==> config.mk <==
export PLATFORM = sky130hd
export DESIGN_NAME = fetch_unit
export DESIGN_NICKNAME = d
export VERILOG_FILES = /design/src/rtl/riscv_pkg.sv /design/src/rtl/fetch_fifo.sv /design/src/rtl/fetch_unit.sv
export SDC_FILE = /design/constraint.sdc
export NUM_CORES = 1
export LEC_CHECK = 0
export CORE_MARGIN = 2
export CORE_UTILIZATION = 55
export CTS_CLUSTER_SIZE = 30
export DETAILED_ROUTE_END_ITERATION = 10
export DONT_BUFFER_PORTS = 1
export MAX_ROUTING_LAYER = met4
export PLACE_DENSITY_LB_ADDON = 0.08
export SLEW_MARGIN = 20
export SYNTH_ARGS = -nofsm -noshare
export SYNTH_HDL_FRONTEND = slang
export SYNTH_SLANG_ARGS = --single-unit
export TNS_END_PERCENT = 30
==> constraint.sdc <==
create_clock -name clk -period 6.44 [get_ports clk]
set_input_delay 1.288 -clock clk [delete_from_list [all_inputs] [get_ports clk]]
set_output_delay 1.288 -clock clk [all_outputs]
set_load 0.05 [all_outputs]
==> src/rtl/riscv_pkg.sv <==
// Shared core constants for the instruction-fetch stage.
package riscv_pkg;
  localparam int unsigned XLEN = 32;
  localparam logic [31:0] NOP_INSTR = 32'h0000_0013;
  localparam logic [31:0] RESET_PC_DEFAULT = 32'h0000_0000;
  localparam logic [31:0] PC_INCR = 32'd4;
endpackage

==> src/rtl/fetch_fifo.sv <==
// Synchronous FIFO with flush; head is the registered oldest entry.
module fetch_fifo
  import riscv_pkg::*;
#(
  parameter int unsigned DEPTH = 2,
  parameter int unsigned WIDTH = 2 * riscv_pkg::XLEN
) (
  input  logic                       clk,
  input  logic                       rst_n,
  input  logic                       push,
  input  logic                       pop,
  input  logic                       flush,
  input  logic [WIDTH-1:0]           wdata,
  output logic [$clog2(DEPTH+1)-1:0] count,
  output logic [WIDTH-1:0]           head
);
  localparam int unsigned CNT_W = $clog2(DEPTH + 1);
  localparam int unsigned PTR_W = (DEPTH > 1) ? $clog2(DEPTH) : 1;

  logic [WIDTH-1:0] mem [DEPTH];
  logic [PTR_W-1:0] rd_ptr, wr_ptr;

  function automatic logic [PTR_W-1:0] next_ptr(input logic [PTR_W-1:0] p);
    return (p == PTR_W'(DEPTH - 1)) ? '0 : p + PTR_W'(1);
  endfunction

  always_ff @(posedge clk) begin
    if (!rst_n || flush) begin
      rd_ptr <= '0;
      wr_ptr <= '0;
      count  <= '0;
    end else begin
      if (push) wr_ptr <= next_ptr(wr_ptr);
      if (pop)  rd_ptr <= next_ptr(rd_ptr);
      case ({push, pop})
        2'b10:   count <= count + CNT_W'(1);
        2'b01:   count <= count - CNT_W'(1);
        default: count <= count;
      endcase
    end
  end

  always_ff @(posedge clk) begin
    if (push) mem[wr_ptr] <= wdata;
  end

  assign head = mem[rd_ptr];
endmodule

==> src/rtl/fetch_unit.sv <==
// Instruction-fetch stage: PC, credit-limited imem requests, instruction buffer, redirect flush.
module fetch_unit
  import riscv_pkg::*;
#(
  parameter int unsigned      XLEN      = riscv_pkg::XLEN,
  parameter logic [XLEN-1:0]  RESET_PC  = riscv_pkg::RESET_PC_DEFAULT,
  parameter int unsigned      BUF_DEPTH = 2
) (
  input  logic            clk,
  input  logic            rst_n,
  output logic            imem_req_valid,
  input  logic            imem_req_ready,
  output logic [XLEN-1:0] imem_req_addr,
  input  logic            imem_rsp_valid,
  input  logic [XLEN-1:0] imem_rsp_data,
  input  logic            redirect_valid,
  input  logic [XLEN-1:0] redirect_pc,
  output logic            id_valid,
  input  logic            id_ready,
  output logic [XLEN-1:0] id_instr,
  output logic [XLEN-1:0] id_pc
);
  localparam int unsigned CNT_W = $clog2(BUF_DEPTH + 1);

  logic [XLEN-1:0]   pc, last_pc, rq_head, redirect_target;
  logic [CNT_W-1:0]  inflight, count, drop;
  logic [2*XLEN-1:0] buf_head;
  logic              req_fire, rsp_keep, id_fire;

  assign redirect_target = redirect_pc & ~XLEN'(3);
  assign imem_req_valid  = rst_n & ~redirect_valid
                         & ((32'(inflight) + 32'(count)) < BUF_DEPTH);
  assign imem_req_addr   = pc;
  assign req_fire        = imem_req_valid & imem_req_ready;
  assign rsp_keep        = imem_rsp_valid & ~redirect_valid & (drop == '0);
  assign id_fire         = id_valid & id_ready & ~redirect_valid;

  // The request-address queue occupancy doubles as the in-flight count.
  fetch_fifo #(.DEPTH(BUF_DEPTH), .WIDTH(XLEN)) u_addr_q (
    .clk   (clk),
    .rst_n (rst_n),
    .push  (req_fire),
    .pop   (imem_rsp_valid),
    .flush (1'b0),
    .wdata (pc),
    .count (inflight),
    .head  (rq_head)
  );

  fetch_fifo #(.DEPTH(BUF_DEPTH), .WIDTH(2 * XLEN)) u_ibuf (
    .clk   (clk),
    .rst_n (rst_n),
    .push  (rsp_keep),
    .pop   (id_fire),
    .flush (redirect_valid),
    .wdata ({imem_rsp_data, rq_head}),
    .count (count),
    .head  (buf_head)
  );

  assign id_valid = (count != '0);
  assign id_instr = id_valid ? buf_head[2*XLEN-1:XLEN] : XLEN'(NOP_INSTR);
  assign id_pc    = id_valid ? buf_head[XLEN-1:0] : last_pc;

  always_ff @(posedge clk) begin
    if (!rst_n) begin
      pc      <= RESET_PC;
      drop    <= '0;
      last_pc <= RESET_PC;
    end else begin
      if (redirect_valid)  pc <= redirect_target;
      else if (req_fire)   pc <= pc + XLEN'(PC_INCR);

      // Every unanswered request becomes stale; drop never exceeds inflight.
      if (redirect_valid)
        drop <= inflight - CNT_W'(imem_rsp_valid);
      else if (imem_rsp_valid && drop != '0)
        drop <= drop - CNT_W'(1);

      if (id_valid) last_pc <= buf_head[XLEN-1:0];
    end
  end
endmodule
==> results.yml <==
run_status:
  outcome: "finished clean"
grt:
  grt_use_total_pct: 21.22
  grt_first_pass_wirelength_um: 31840
  grt_antenna_before_repair: 0
  grt_max_degree: 63
  grt_overflow_total: 0
  first_global_vias: 5884
sta:
  fmax_mhz: 229.2
  rsz0062_at_grt: "false"
  holdWs_ns: 0.5058
  report.final.slew_viol_count: 0
  final.setup.tns_ns: 0
  skew_ns: 0.006328
  max_slew_margin_pct: 25.04
  setup_viol: 0
  finalHoldViolCount: 0
  finalWorstPathRequiredPeriod_ns: 4.363
  worst_slew_pin_slew_ns: 1.117
  finalCritPeriodShare_pct: 67.75
synth:
  yosys-mux-area-fraction_pct: 9.582
  synthSimpleGateAreaFrac_pct: 10.87
  synth.area.top_cells: "edfxtp_1 54%, dfxtp_1 15%, mux2i_1 6.3%"
  synth_largest_area_cell: "edfxtp_1"
  synthesis.area_sq_mm: 0.01021
  synth-edff-count: 184
  synth-seq-cells: 258
  ys.flop_type: "edfxtp_1"
  yosys.cell_types.count: 47
  postSynthAreaPerCell_sq_um: 13.58
  async_reset_ff_share_pct: 0
  synthCells: 752
  synthAdderAreaFrac_pct: 0.8087
  yosysWarningCount: 0
  synth_xor_xnor_area_share_pct: 1.630
  synth_top_family_by_area: "simple AND/OR/NAND/NOR gates"
  synth_top_area_share_pct: 54.11
  ys_seq_area_share_pct: 68.62
  synth_compound_area_share_pct: 6.274
min_path:
  min_path_type: "flip-flop to flip-flop"
  holdPathStages: 1
detailed_routing:
  totalWireLength_um: 20320
  drcViolationCount: 0
  dr_total_vias: 5852
  viasPerCell: 5.864
  detail_route.wl_per_cell_um: 20.36
  postRouteAntennaNets: 0
  drt_iter0_drc: 393
  dr.pass1.iters: 4
clock_tree:
  cts_tree: "done"
  post-cts-setup-buffers: 0
  cts_resized: 0
  hold_buffers: 0
  root_buffer: "clkbuf_16"
  cts.sinks: 258
  cts_made_buffers: 26
  clk-insertion-delay-late_ns: 0.52
  clk_pin_slew_worst_paths_ns: 0.06
  cts_buffer_depth: 3
  htreeDepth: 1
setup_path:
  critPathLaunchType: "flip-flop"
  critPathKind: "flip-flop to output port"
  crit_path_frequent_cell: "buf_4"
  arrival_ns: 3.08
  slowest_delay_ns: 0.76
  worstSetupEndpointType: "output port"
  cp_slowest_cell: "nor2_4"
  worstPathMaxFanout: 40
  crit_path_cell_trace: "nor2_4, buf_4, buf_4, nand2_1, o21ai_1"
  required_ns: 5.15
  worstRegToRegCells: 8
floorplan:
  start_util_pct: 56.46
  die_w_um: 140.3
  rows: 49
  core_area_sq_mm: 0.01809
  pin_count: 168
  dieArea_sq_mm: 0.01967
  die_y_um: 140.3
final_layout:
  fin_nets: 825
  final_cell_mix: "184 x edfxtp_1, 73 x dfxtp_1, 64 x mux2i_1, 53 x nand2_1, 52 x nor2_1"
  drive_above_1_share_pct: 11.96
  seqCellArea_sq_mm: 0.007010
  final_util_pct: 62.53
  insertedDiodeCount: 0
  fillCellCount: 1373
  multi_input_area_sq_mm: 0.003015
  layout_commonest_cell: "edfxtp_1"
  syn_to_final_growth_pct: 10.75
  final_area_sq_mm: 0.01131
placed_design:
  placed_area_sq_mm: 0.01043
  port_buffers: 0
  gp_congestion: 0.8705
  dp_hpwl_um: 12960
power:
  p_leak_nw: 3.639
  powerDensity_mw_per_mm2: 323.8
  irDropWorstVdd_mv: 0.2288
flow_run:
  cap_violations: 0
-- metrics by stage --
stage          cells  worst slack (ns)  power, mW
2_1_floorplan    753             1.350      2.162
3_3_place_gp     949             2.651      2.210
3_5_place_dp     949             2.590      2.219
4_1_cts          997             2.030      3.691
5_1_grt          998             1.864      3.787
6_report         998             2.077      3.661
-- power by group --
part,switching [mW],leakage [nW],internal (mW)
sequential,0.0967,2.29,1.85
clock,0.597,0.425,0.881
combinational,0.169,0.923,0.0696
total,0.863,3.64,2.80
-- state kept, by name, indices dropped and copies added (netlist names), named ones only --
register and flops:
drop 2, u_ibuf.rd_ptr 1, u_addr_q.count 2, u_ibuf.wr_ptr 1
u_ibuf.count 2, u_addr_q.wr_ptr 1, u_addr_q.rd_ptr 1, u_ibuf.mem 124
imem_req_addr 30, u_addr_q.mem 60, last_pc 32
-- synthesized netlist by cell type (3+ instances only) --
cell type / n
buf_2: 4
and2_1: 34
a21oi_1: 9
nand4_1: 8
mux2_2: 30
clkbuf_1: 33
mux2i_1: 64
a211oi_1: 6
o211ai_1: 5
o21ai_0: 55
or4_1: 11
xor2_1: 7
ha_1: 5
o31ai_1: 6
nand2_1: 53
a311oi_1: 6
xnor2_1: 12
nor2_1: 56
and3_1: 6
or3_1: 9
inv_1: 12
a31oi_1: 10
and4_1: 7
nand3_1: 12
nor4_1: 4
edfxtp_1: 184
nor3_1: 3
nand2b_1: 5
dfxtp_1: 74
-- final cells by class --
cell class,instances,area share (%)
repair buffers,10,0.7745
inverters,12,0.3983
well taps,229,2.534
flip-flops and latches,258,61.99
multi-input cells,441,26.67
clock buffers,33,6.440
clock inverters,15,1.195
-- final timing paths --
| kind | slack, ns | startpoint | end |
|---|---|---|---|
| min reg2reg | 0.51 | last_pc[1] | last_pc[1] |
| min | 0.51 | last_pc[1] | last_pc[1] |
| max reg2reg | 3.23 | u_ibuf.count[0] | u_addr_q.count[1] |
| max | 2.08 | u_ibuf.count[1] | id_pc[29] |
-- per-layer routing --
metal | track usage [%] | wire length, um | up-vias | part of all wire, %
li1 | - | - | 2790 | -
met1 | 26.60 | 8519 | 2806 | 42
met2 | 34.08 | 9545 | 231 | 47
met3 | 6.120 | 1925 | 25 | 9.5
met4 | 5.901 | 332 | 0 | 1.6
met5 | - | 0 | - | 0
-- kinds of logic (layout without fill, tap and decap cells) --
family | Yosys count | count (layout)
buffers and inverters | 54 | 70
xor gates and xnor gates | 19 | 19
AOI/OAI and AO/OA | 105 | 105
muxes | 94 | 94
DFF | 258 | 258
adders and majority gates | 6 | 6
other | 1 | 2
and+or+nand+nor | 215 | 215
-- critical path: cells and delay by family, from the launching register on --
kind	cells	cell delay, ns
buffers and inverters	2	0.75
and+or+nand+nor	2	0.84
DFF	1	0.37
AOI/OAI and AO/OA	1	0.58
No activity file was read; power rests on OpenSTA's default activity.
